`config.mk`:
```
export PLATFORM = sky130hd
export DESIGN_NAME = wb_rr_arbiter
export DESIGN_NICKNAME = d
export VERILOG_FILES = /design/src/rtl/wb_rr_arbiter.sv
export SDC_FILE = /design/constraint.sdc
export NUM_CORES = 1
export LEC_CHECK = 0
export ABC_AREA = 1
export CAP_MARGIN = 20
export CORE_UTILIZATION = 26
export DETAILED_ROUTE_END_ITERATION = 16
export GPL_TIMING_DRIVEN = 0
export HOLD_SLACK_MARGIN = 0.03
export PLACE_DENSITY = 0.76
export SYNTH_ARGS = -nofsm -noshare
export SYNTH_HDL_FRONTEND = slang
export SYNTH_SLANG_ARGS = --single-unit
```
`constraint.sdc`:
```
create_clock -name clk_i -period 0.8 [get_ports clk_i]
set_clock_uncertainty 0.05 [all_clocks]
set_input_delay 0.08 -clock clk_i [delete_from_list [all_inputs] [get_ports clk_i]]
set_output_delay 0.08 -clock clk_i [all_outputs]
set_load 0.005 [all_outputs]
```
`src/rtl/wb_rr_arbiter.sv`:
```
// wb_rr_arbiter: round-robin WISHBONE bus arbiter for up to 8 masters.
// Arbitration looks only at cyc_i. A grant is held until the granted master
// drops cyc_i, and there is one idle cycle between grants.
// Optional watchdog: define WB_RR_ARBITER_TIMEOUT_EN to abort strobes that
// stall for TIMEOUT_CYCLES cycles with no termination. When a stall times
// out, the granted master gets a single to_err_o pulse and to_count_o counts
// the event.
//
// state | meaning
// IDLE  | no grant held; arbitrate among cyc_i requests
// GRANT | grant held; watchdog armed on stalled strobes
// ABORT | timeout issued; grant held until master drops cyc_i
module wb_rr_arbiter #(
  parameter int  NUM_MASTERS    = 2,
  parameter int  TIMEOUT_CYCLES = 1024,
  localparam int IDX_W          = (NUM_MASTERS > 1) ? $clog2(NUM_MASTERS) : 1
) (
  input  logic                   clk_i,
  input  logic                   rst_i,
  input  logic [NUM_MASTERS-1:0] cyc_i,
  input  logic [NUM_MASTERS-1:0] stb_i,
  input  logic                   ack_i,
  input  logic                   err_i,
  input  logic                   rty_i,
  output logic [NUM_MASTERS-1:0] gnt_o,
  output logic [IDX_W-1:0]       gnt_idx_o,
  output logic                   busy_o,
  output logic                   to_err_o,
  output logic [15:0]            to_count_o
);

  localparam logic [1:0] IDLE  = 2'd0;
  localparam logic [1:0] GRANT = 2'd1;
`ifdef WB_RR_ARBITER_TIMEOUT_EN
  localparam logic [1:0] ABORT = 2'd2;
  localparam logic [15:0] WD_LAST = 16'(TIMEOUT_CYCLES - 1);
`endif

  logic [1:0]       state;
  logic [IDX_W-1:0] ptr;
  logic [IDX_W-1:0] pick_idx;
  logic             pick_found;
  logic [IDX_W-1:0] cand_idx;

  // First requester at or above ptr, wrapping from the top master back to 0
  always_comb begin
    pick_found = 1'b0;
    pick_idx   = '0;
    cand_idx   = '0;
    for (int k = 0; k < NUM_MASTERS; k++) begin
      cand_idx = IDX_W'((int'(ptr) + k) % NUM_MASTERS);
      if (!pick_found && cyc_i[cand_idx]) begin
        pick_found = 1'b1;
        pick_idx   = cand_idx;
      end
    end
  end

`ifdef WB_RR_ARBITER_TIMEOUT_EN
  logic [15:0] wd;
  logic        stall;

  // Granted master is strobing and the slave has not terminated the access
  always_comb begin
    stall = stb_i[gnt_idx_o] && !(ack_i || err_i || rty_i);
  end
`else
  logic unused_inputs;
  assign unused_inputs = ^{stb_i, ack_i, err_i, rty_i, (TIMEOUT_CYCLES > 0)};
  assign to_err_o      = 1'b0;
  assign to_count_o    = 16'h0000;
`endif

  // Grant FSM, rotating pointer and (optionally) stall watchdog
  always_ff @(posedge clk_i) begin
    if (rst_i) begin
      state     <= IDLE;
      gnt_o     <= '0;
      gnt_idx_o <= '0;
      ptr       <= '0;
`ifdef WB_RR_ARBITER_TIMEOUT_EN
      wd         <= '0;
      to_err_o   <= 1'b0;
      to_count_o <= '0;
`endif
    end else begin
`ifdef WB_RR_ARBITER_TIMEOUT_EN
      to_err_o <= 1'b0;
`endif
      case (state)
        IDLE: begin
          if (pick_found) begin
            state     <= GRANT;
            gnt_o     <= NUM_MASTERS'(1) << pick_idx;
            gnt_idx_o <= pick_idx;
          end
        end
        default: begin
          if (!cyc_i[gnt_idx_o]) begin
            state <= IDLE;
            gnt_o <= '0;
            ptr   <= (gnt_idx_o == IDX_W'(NUM_MASTERS - 1)) ? '0 : gnt_idx_o + IDX_W'(1);
`ifdef WB_RR_ARBITER_TIMEOUT_EN
            wd    <= '0;
`endif
          end
`ifdef WB_RR_ARBITER_TIMEOUT_EN
          else if (state == GRANT) begin
            if (stall) begin
              if (wd == WD_LAST) begin
                wd       <= '0;
                to_err_o <= 1'b1;
                state    <= ABORT;
                if (to_count_o != 16'hFFFF) to_count_o <= to_count_o + 16'd1;
              end else begin
                wd <= wd + 16'd1;
              end
            end else begin
              wd <= '0;
            end
          end
`endif
        end
      endcase
    end
  end

  assign busy_o = |gnt_o;

endmodule

```
==> results_dict.tcl <==
set metrics [dict create \
    p_switching_mw 0.239 \
    cts_tree "yes" \
    die-area_um2 1480 \
    crit_cells 2 \
    netlist_area_um2 347 \
    path_delay_family "flip-flops" \
    coreArea_um2 1170 \
    fin_util_pct 48.5 \
    synth-seq-cells 5 \
    yosysUniqueCellTypes 10 \
    crit_slowest_cell "dfxtp_2" \
    leakage_nw 0.303 \
    period_needed_ns 1.02 \
    ys_top_cells_by_area "buf_4 37%, dfxtp_1 29%, nand2_1 8.7%" \
    clk_pin_slew_ns 0.05 \
    clock-sinks 5 \
    clock_latency_ns 0.24 \
    nets 84 \
    stdcell_area_um2 568 \
    finalSetupTns_ns -0.731 \
    ys_seq_area_share_pct 28.9 \
    slowest_delay_ns 0.32 \
    area_delta_synth_final_pct 63.9 \
    power_frac_seq_pct 36.0 \
    r2r_slack_ns -0.11 \
    final_hold_viol_count 0 \
    r2r_start "gnt_idx_o" \
    start_util_pct 29.6 \
    yosys.area.top_type "buf_4" \
    layout_commonest_cell "buf_4" \
    endpoint "busy_o" \
    place_congestion 0.700 \
    crit_buf_inv 1 \
    critPathKind "reg -> out" \
    worstPathRequired_ns 0.67 \
    r2r_end "gnt_o[1]" \
    dr.first_iter.drc_count 2 \
    timing.critical_path.cells "or2_1, buf_2" \
    grt_max_degree 6 \
    avgViaCountPerCell 3.49 \
    final_cell_mix "18 x buf_4, 17 x conb_1, 5 x nand2_1" \
    final_cells 88 \
    min_path_type "in -> reg" \
    port-buffer-count 7 \
    die_x_um 38.5 \
    avgSynthCellArea_um2 7.53 \
    violations "negative setup slack" \
    dp_hpwl_um 498 \
    post_drt_wl_per_cell_um 8.08 \
    status "finished with violations" \
    drt_pre_antenna_iters 2 \
    num_antenna_cells 0 \
    gr-total-overflow 0 \
    clockRootBuffer "clkbuf_4" \
    clockBufferDepth 2 \
    intPower_mw 0.585 \
    hold_buffers 0 \
    synth_top_area_share_pct 36.8 \
    cts-htree-levels 1 \
    antenna_found_initial 0 \
    cts_buffers 3 \
    maxCapViolations 0 \
    track_usage_pct 9.08 \
    dp_cells 83 \
    powerDensity_nw_per_um2 1450 \
    vias 307 \
    arrival_ns 0.89 \
    min_period_over_period_pct 127 \
    vdd_ir_drop_max_v 0.000788 \
    worstSetupStartpointType "register" \
    rows 12 \
    endpoint_kind "primary output" \
    pwr-share-comb_pct 27.8 \
    finalPower_mw 0.824 \
    netlist_instances 46 \
    grt_pass1_wl_um 862 \
    cp-startpoint "gnt_o[0]" \
    critPathMaxFanout 3 \
    setup_viol 9 \
    routed_wl_um 711 \
    rsz0062_at_grt "true" \
    clkPwrFrac_pct 36.2 \
    drive_gt1_share_pct 55.4 \
    drc 0 \
    p_sw_share_pct 29.0 \
    slew_violations 0 \
    io_pins 30 \
    max_freq_mhz 982 \
    grt_pass1_vias 229 \
    fp.dieH_um 38.5 \
    setup_ws_ns -0.218 \
    yosysWarnings 0 \
    ff2ff_path_depth 5 \
    post_dp_cell_area_um2 495 \
    ant_nets 0 \
]
## worst min path at each step
stage,cells after the start,startpoint,slack [ns],endpoint
final,3,cyc_i[1],0.34,gnt_idx_o
after global routing,3,cyc_i[1],0.37,gnt_idx_o
after CTS,3,cyc_i[1],0.30,gnt_idx_o
after detailed placement,2,ptr,0.41,ptr
after global placement,2,ptr,0.40,ptr
after floorplan,1,rst_i,0.09,gnt_idx_o
## worst min-delay path: stages
cell	delay [ns]
dlygate4sd2_1	0.31
nand3_2	0.14
a21oi_2	0.06
## synthesized netlist by cell type, drive strengths merged
| cell type | n |
|---|---|
| nand3 | 4 |
| buf | 17 |
| or2 | 1 |
| dfxtp | 5 |
| nand2 | 8 |
| conb | 1 |
| o21ai | 1 |
| inv | 4 |
| a21oi | 5 |
## kinds of logic (layout without fill, tap and decap cells)
family                 Yosys count  in the layout  synth area share (%)
AOI/OAI and AO/OA                6              6                  9.75
buffers and inverters           21             33                  41.2
DFF                              5              5                  28.9
other                            1             17                  1.08
and+or+nand+nor                 13             13                  19.1
## through the flow
step / setup WS (ns) / hold slack (ns)
after floorplan: -0.00427 / 0.0917
after global placement: -0.307 / 0.396
after detailed placement: -0.331 / 0.405
after CTS: -0.223 / 0.304
after global routing: -0.245 / 0.369
final: -0.218 / 0.342
## area by class of cell
| cell class | instances | area, um2 |
|---|---|---|
| Multi-Input combinational cell | 36 | 206 |
| Timing Repair Buffer | 8 | 65.1 |
| Inverter | 4 | 15.0 |
| Tap cell | 14 | 17.5 |
| Buffer | 17 | 128 |
| Clock buffer | 4 | 26.3 |
| Sequential cell | 5 | 110 |
| Fill cell | 125 | 603 |
## state kept, by name (all words and copies together) (netlist names)
register	count
ptr	1
gnt_idx_o	1
gnt_o	2
state	1
## power by group through the flow
stage                     combinational [mW]  sequential, mW  clock, mW
after floorplan                        0.135           0.294          0
after global placement                 0.200           0.294          0
after detailed placement               0.205           0.294          0
after CTS                              0.203           0.291      0.300
after global routing                   0.252           0.298      0.319
final                                  0.229           0.297      0.299
## routing by layer
metal	wire length, um	global-route usage, %	share of wire (%)
met2	418	16.3	59
met1	250	7.61	35
met4	0	10.3	0
met5	0	0	0
met3	43	1.74	6.0
## repair_timing
action / CTS / global route
gates cloned: 0 / 0
endpoints found under the setup margin: 9 / 9
buffers inserted: 1 / 0
gates resized for setup: 18 / 14
pin swaps: 1 / 4
No activity file was read; power rests on OpenSTA's default activity.
